--- config.mk ---
export PLATFORM = sky130hd
export DESIGN_NAME = forward_scoreboard
export DESIGN_NICKNAME = d
export VERILOG_FILES = /design/src/rtl/forward_scoreboard_pkg.sv /design/src/rtl/fwd_match.sv /design/src/rtl/forward_scoreboard.sv
export SDC_FILE = /design/constraint.sdc
export NUM_CORES = 1
export LEC_CHECK = 0
export BUFFER_PORTS_ARGS = -buffer_cell sky130_fd_sc_hd__buf_4
export CAP_MARGIN = 10
export CORE_MARGIN = 3
export CORE_UTILIZATION = 48
export CTS_CLUSTER_DIAMETER = 80
export DETAILED_ROUTE_END_ITERATION = 8
export GPL_TIMING_DRIVEN = 1
export PLACE_DENSITY = 0.75
export SYNTH_ARGS = -nofsm -noshare
export SYNTH_HDL_FRONTEND = slang
export SYNTH_SLANG_ARGS = --single-unit
--- constraint.sdc ---
create_clock -name clk -period 2.15 [get_ports clk]
set_clock_uncertainty 0.1 [all_clocks]
set_input_delay 0.3225 -clock clk [delete_from_list [all_inputs] [get_ports clk]]
set_output_delay 0.3225 -clock clk [all_outputs]
set_load 0.01 [all_outputs]
--- src/rtl/forward_scoreboard_pkg.sv ---
// Shared pipeline constants for the forwarding scoreboard.
//   REG_W      : architectural register index width
//   TW_DEFAULT : default width of Tnew/Tuse fields
//   SEL_*      : forwarding-select encodings (0 = register file, k = stage k)
package forward_scoreboard_pkg;

  localparam int unsigned REG_W      = 5;
  localparam int unsigned TW_DEFAULT = 2;

  localparam int unsigned SEL_RF = 0;
  localparam int unsigned SEL_E  = 1;
  localparam int unsigned SEL_M  = 2;
  localparam int unsigned SEL_W  = 3;

endpackage : forward_scoreboard_pkg

--- src/rtl/fwd_match.sv ---
// Per-source matcher: finds the youngest in-flight producer of one D-stage
// source register and flags a hazard if its result is not ready in time.
//   src_i    : source register index (0 = no dependency)
//   tuse_i   : cycles until the source is consumed
//   vld_i    : per-stage entry valid (bit 0 = E)
//   dst_i    : per-stage destination register
//   tnew_i   : per-stage cycles until result is forwardable
//   sel_o    : 0 = regfile, k = stage k (combinational)
//   hazard_o : selected producer not ready (combinational)
module fwd_match
  import forward_scoreboard_pkg::*;
#(
  parameter int unsigned DEPTH = 3,
  parameter int unsigned TW    = TW_DEFAULT,
  parameter int unsigned SW    = $clog2(DEPTH + 1)
) (
  input  logic [REG_W-1:0]            src_i,
  input  logic [TW-1:0]               tuse_i,
  input  logic [DEPTH-1:0]            vld_i,
  input  logic [DEPTH-1:0][REG_W-1:0] dst_i,
  input  logic [DEPTH-1:0][TW-1:0]    tnew_i,
  output logic [SW-1:0]               sel_o,
  output logic                        hazard_o
);

  // Scan oldest to youngest so the lowest matching stage wins.
  always_comb begin
    sel_o    = SW'(SEL_RF);
    hazard_o = 1'b0;
    if (src_i != '0) begin
      for (int k = int'(DEPTH) - 1; k >= 0; k--) begin
        if (vld_i[k] && (dst_i[k] == src_i)) begin
          sel_o    = SW'(k + 1);
          hazard_o = (tnew_i[k] > tuse_i);
        end
      end
    end
  end

endmodule : fwd_match

--- src/rtl/forward_scoreboard.sv ---
// Tnew/Tuse forwarding scoreboard for an in-order pipeline. Tracks producers
// in E..W, selects forwarding sources for the D-stage instruction, and
// raises stall on data or mult/div hazards.
// Optional feature: define FWD_SCOREBOARD_MD_EN to enable the mult/div busy
// counter; otherwise d_md_use/e_md_start are ignored and md_busy is 0.
//   clk, rst_n  : clock, asynchronous active-low reset
//   d_*         : D-stage instruction (valid, dst, tnew, sources, tuse, md use)
//   e_md_start  : E-stage instruction starts mult/div
//   flush_e     : kill the E entry this cycle
//   stall       : freeze PC/D, bubble into E (combinational)
//   fwd_sel     : per-source forwarding select (combinational)
//   md_busy     : mult/div in progress (combinational)
module forward_scoreboard
  import forward_scoreboard_pkg::*;
#(
  parameter int unsigned NUM_SRC = 2,
  parameter int unsigned DEPTH   = 3,
  parameter int unsigned TW      = TW_DEFAULT,
  parameter int unsigned MD_LAT  = 5
) (
  input  logic                                 clk,
  input  logic                                 rst_n,
  input  logic                                 d_valid,
  input  logic [REG_W-1:0]                     d_dst,
  input  logic [TW-1:0]                        d_tnew,
  input  logic [NUM_SRC*REG_W-1:0]             d_src,
  input  logic [NUM_SRC*TW-1:0]                d_tuse,
  input  logic                                 d_md_use,
  input  logic                                 e_md_start,
  input  logic                                 flush_e,
  output logic                                 stall,
  output logic [NUM_SRC*$clog2(DEPTH+1)-1:0]   fwd_sel,
  output logic                                 md_busy
);

  localparam int unsigned SW = $clog2(DEPTH + 1);

  logic [DEPTH-1:0]            vld_q,  vld_d;
  logic [DEPTH-1:0][REG_W-1:0] dst_q,  dst_d;
  logic [DEPTH-1:0][TW-1:0]    tnew_q, tnew_d;

  logic [NUM_SRC-1:0]    src_haz;
  logic [NUM_SRC*SW-1:0] sel_raw;
  logic                  md_busy_raw;
  logic                  md_haz;
  logic                  stall_raw;

  // One matcher per source port.
  for (genvar i = 0; i < NUM_SRC; i++) begin : g_match
    fwd_match #(
      .DEPTH (DEPTH),
      .TW    (TW),
      .SW    (SW)
    ) u_match (
      .src_i    (d_src[i*REG_W +: REG_W]),
      .tuse_i   (d_tuse[i*TW +: TW]),
      .vld_i    (vld_q),
      .dst_i    (dst_q),
      .tnew_i   (tnew_q),
      .sel_o    (sel_raw[i*SW +: SW]),
      .hazard_o (src_haz[i])
    );
  end

`ifdef FWD_SCOREBOARD_MD_EN
  localparam int unsigned CW = $clog2(MD_LAT + 1);

  logic [CW-1:0] md_cnt_q, md_cnt_d;

  // The start cycle is itself the first busy cycle, so the counter holds
  // the busy cycles remaining after it; a restart always reloads.
  always_comb begin
    md_cnt_d = md_cnt_q;
    if (e_md_start) begin
      md_cnt_d = CW'(MD_LAT - 1);
    end else if (md_cnt_q != '0) begin
      md_cnt_d = md_cnt_q - CW'(1);
    end
  end

  always_ff @(posedge clk or negedge rst_n) begin
    if (!rst_n) begin
      md_cnt_q <= '0;
    end else begin
      md_cnt_q <= md_cnt_d;
    end
  end

  assign md_busy_raw = (md_cnt_q != '0) | e_md_start;
  assign md_haz      = d_md_use & md_busy_raw;
`else
  logic unused_md;
  assign unused_md   = d_md_use ^ e_md_start;
  assign md_busy_raw = 1'b0;
  assign md_haz      = 1'b0;
`endif

  assign stall_raw = d_valid & ((|src_haz) | md_haz);

  // Held quiet during reset so live D/E inputs cannot leak through.
  assign stall   = rst_n & stall_raw;
  assign fwd_sel = rst_n ? sel_raw : '0;
  assign md_busy = rst_n & md_busy_raw;

  // Pipeline shift: E loads from D (bubble on stall/flush), a flushed E
  // entry dies instead of moving to M, tnew counts down to 0.
  always_comb begin
    vld_d  = '0;
    dst_d  = '0;
    tnew_d = '0;
    vld_d[0] = d_valid & ~stall_raw & ~flush_e;
    if (vld_d[0]) begin
      dst_d[0]  = d_dst;
      tnew_d[0] = d_tnew;
    end
    for (int k = 1; k < int'(DEPTH); k++) begin
      vld_d[k]  = (k == 1) ? (vld_q[0] & ~flush_e) : vld_q[k-1];
      dst_d[k]  = dst_q[k-1];
      tnew_d[k] = (tnew_q[k-1] == '0) ? '0 : (tnew_q[k-1] - TW'(1));
    end
  end

  always_ff @(posedge clk or negedge rst_n) begin
    if (!rst_n) begin
      vld_q  <= '0;
      dst_q  <= '0;
      tnew_q <= '0;
    end else begin
      vld_q  <= vld_d;
      dst_q  <= dst_d;
      tnew_q <= tnew_d;
    end
  end

endmodule : forward_scoreboard

==> flow_metrics.env <==
export IMPL_run_status="finished with violations"
export IMPL_violations="negative setup slack"
export IMPL_yosysTopAreaCell="dfrtp_1"
export IMPL_seq_area_frac_synth=0.4075
export IMPL_netlist_area_mm2=0.001474
export IMPL_synth_warnings=0
export IMPL_clock_sinks=24
export IMPL_fp_dieH_um=61.42
export IMPL_period_share=1.220
export IMPL_synthFlopType="dfrtp_1"
export IMPL_leakage_nw=0.9515
export IMPL_die_w_um=61.42
export IMPL_crit_type="flip-flop to output pin"
export IMPL_yosysTopAreaCellShare=0.4075
export IMPL_startpoint_type="flip-flop"
export IMPL_rows=19
export IMPL_hold_path_end="vld_q[1]"
export IMPL_drv_slew=0
export IMPL_gp_congestion=0.8717
export IMPL_gr_total_overflow=0
export IMPL_start_util=0.5210
export IMPL_tritoncts="done"
export IMPL_hold_path_cell_count=2
export IMPL_hold_start="flush_e"
export IMPL_grt_pass1_wl_mm=5.899
export IMPL_synthTopCellsByCount="24 x dfrtp_1, 18 x xnor2_1, 13 x nand2_1"
export IMPL_wirelength_mm=3.616
export IMPL_p_switching_uw=246.6
export IMPL_finalSetupTns_ps=-1306
export IMPL_p_clk_frac=0.256
export IMPL_rr_startpoint="dst_d[13]"
export IMPL_swShare=0.2677
export IMPL_grt_usage=0.2140
export IMPL_first_global_vias=1365
export IMPL_synth_net_count=186
export IMPL_nNetsFinal=239
export IMPL_netlist_top_cells_area="dfrtp_1 41%, xnor2_1 11%, ha_1 10%"
export IMPL_ys_ff_latch=24
export IMPL_drt_pass1_iter_count=4
export IMPL_timing_final_crit_period_ps=2624
export IMPL_clkTransAtPathRegs_ps=140
export IMPL_cp_required_ps=1730
export IMPL_comb_power_share=0.218
export IMPL_crit_buf_inv=1
export IMPL_dieArea_mm2=0.003772
export IMPL_synth_edf_count=0
export IMPL_antenna_found_initial=0
export IMPL_finalInstanceArea_mm2=0.002017
export IMPL_placed_area_mm2=0.001859
export IMPL_fmaxAchievable_mhz=381.1
export IMPL_drive_above_1_share=0.3668
export IMPL_async_flop_share=1.000
export IMPL_cp_end_kind="output pin"
export IMPL_antennaDiodeCount=0
export IMPL_syn_instance_count=147
export IMPL_grt_max_degree=19
export IMPL_crit_start="dst_d[13]"
export IMPL_dp_hpwl_mm=2.812
export IMPL_setup_ws_ps=-474.0
export IMPL_total_power_uw=921.1
export IMPL_crit_family="simple AND/OR/NAND/NOR gates"
export IMPL_pwr_density_cell_mw_per_mm2=456.7
export IMPL_fillers=207
export IMPL_crit_fanout=3
export IMPL_setup_viol=5
export IMPL_vias=1271
export IMPL_peakVddDrop_mv=0.3585
export IMPL_clkLatencyLatePin_ps=320
export IMPL_antenna_left=0
export IMPL_io_buffer_count=29
export IMPL_pin_count=33
export IMPL_pwr_share_seq=0.526
export IMPL_core_area_mm2=0.002829
export IMPL_htreeDepth=1
export IMPL_via_per_inst=5.526
export IMPL_min_path_type="input pin to flip-flop"
export IMPL_syn_avg_cell_area_um2=10.03
export IMPL_numCtsBuffers=3
export IMPL_syn_to_final_growth_pct=36.84
export IMPL_intPower_uw=674.5
export IMPL_cts_root_buf="clkbuf_4"
export IMPL_max_cap_violations=0
export IMPL_cpPeakStageDelay_ps=480
export IMPL_grt_setup_unrepaired="true"
export IMPL_post_synth_num_cell_types=28
export IMPL_wl_per_cell_um=15.72
export IMPL_arrival_ps=2200
export IMPL_drc=0
export IMPL_slowest_stage="dfrtp_2"
export IMPL_timing_rr_end="tnew_q[0]"
export IMPL_reg2reg_depth=7
export IMPL_hold_violations=0
export IMPL_cts_buffer_depth=2
export IMPL_final_util=0.7130
export IMPL_critical_path_cell_chain="xor2_2 > nor4_2 > and4_1 > a311oi_2 > o22ai_2 > and3_4 > buf_6"
export IMPL_ff2ff_setup_slack_ps=90
export IMPL_synth_most_common_cell="dfrtp_1"
export IMPL_drt_iter0_markers=25
## metal layers
metal / vias to the layer above / GRT usage / part of all wire
li1: 598 / - / -
met1: 628 / 0.2676 / 0.41
met2: 39 / 0.3565 / 0.52
met3: 6 / 0.03564 / 0.049
met4: 0 / 0.1091 / 0.018
met5: - / 0 / 0
## power groups by stage
stage / Combinational (mW) / Clock, mW / Sequential (mW)
final: 0.200 / 0.236 / 0.485
after global routing: 0.222 / 0.262 / 0.487
after CTS: 0.190 / 0.240 / 0.483
after detailed placement: 0.184 / 0 / 0.492
after global placement: 0.176 / 0 / 0.491
after floorplan: 0.0890 / 0 / 0.489
## cell families after synthesis
logic type / synth area share
xor gates and xnor gates: 0.1783
and+or+nand+nor: 0.1910
other: 0.002544
AOI/OAI and AO/OA: 0.09338
adders and majority gates: 0.1019
buffers and inverters: 0.02547
DFF: 0.4075
## registers in the layout, indices dropped and copies added, names as in the netlist
register,cells
dst_q,5
dst_d,10
vld_q,3
tnew_q,6
## layout make-up
class	count	area, um^2	share of cell area
inverters	7	26.28	0.01303
flip-flops and latches	24	603.1	0.2990
repair buffers	50	392.9	0.1948
clock buffers	4	36.28	0.01799
multi-input cells	114	919.6	0.4560
well taps	31	38.79	0.01923
## through the flow
step,hold slack (ps),setup WS (ps),std cells
5_1_grt,58.33,-610.9,230
3_3_place_gp,60.85,-130.4,223
3_5_place_dp,60.20,-161.6,223
2_1_floorplan,-73.09,12.58,147
6_report,73.49,-474.0,230
4_1_cts,68.97,-462.1,229
## timing repair
item | 4_1_cts | 5_1_grt
hold buffers | 1 | 0
gates resized for setup | 5 | 12
hold endpoints to repair | 24 | 0
setup buffers | 3 | 3
setup endpoints to repair | 5 | 7
pin swaps | 5 | 7
## worst register-to-register path, stage by stage, from the launching register on
cell,delay (ps)
dfrtp_2,480
xor2_2,190
nor4_2,350
nand3_1,190
a311oi_2,250
o22ai_2,150
buf_4,180
nor2_1,100
## worst max-delay path by stage
stage	to	cells past startpoint
floorplan	stall	7
global placement	stall	10
detailed placement	stall	10
CTS	stall	8
global route	stall	7
finish	stall	7
## layout by cell type (no fill, tap or decap), types with 2 or more instances in the layout
cell / count
dfrtp_2: 2
xor2_1: 9
buf_4: 45
nor3_1: 3
a21oi_2: 2
nor2_1: 12
and2_1: 2
ha_1: 10
xor2_2: 3
dfrtp_1: 22
nand4_1: 4
ha_4: 2
o21ai_0: 3
nor2b_1: 9
a311oi_2: 2
nand2_1: 13
a211oi_2: 2
and4_1: 2
buf_6: 4
a21oi_1: 4
inv_1: 7
or2_2: 2
xnor2_1: 18
a2bb2oi_1: 2
clkbuf_4: 3
(Power assumes the default switching activity.)
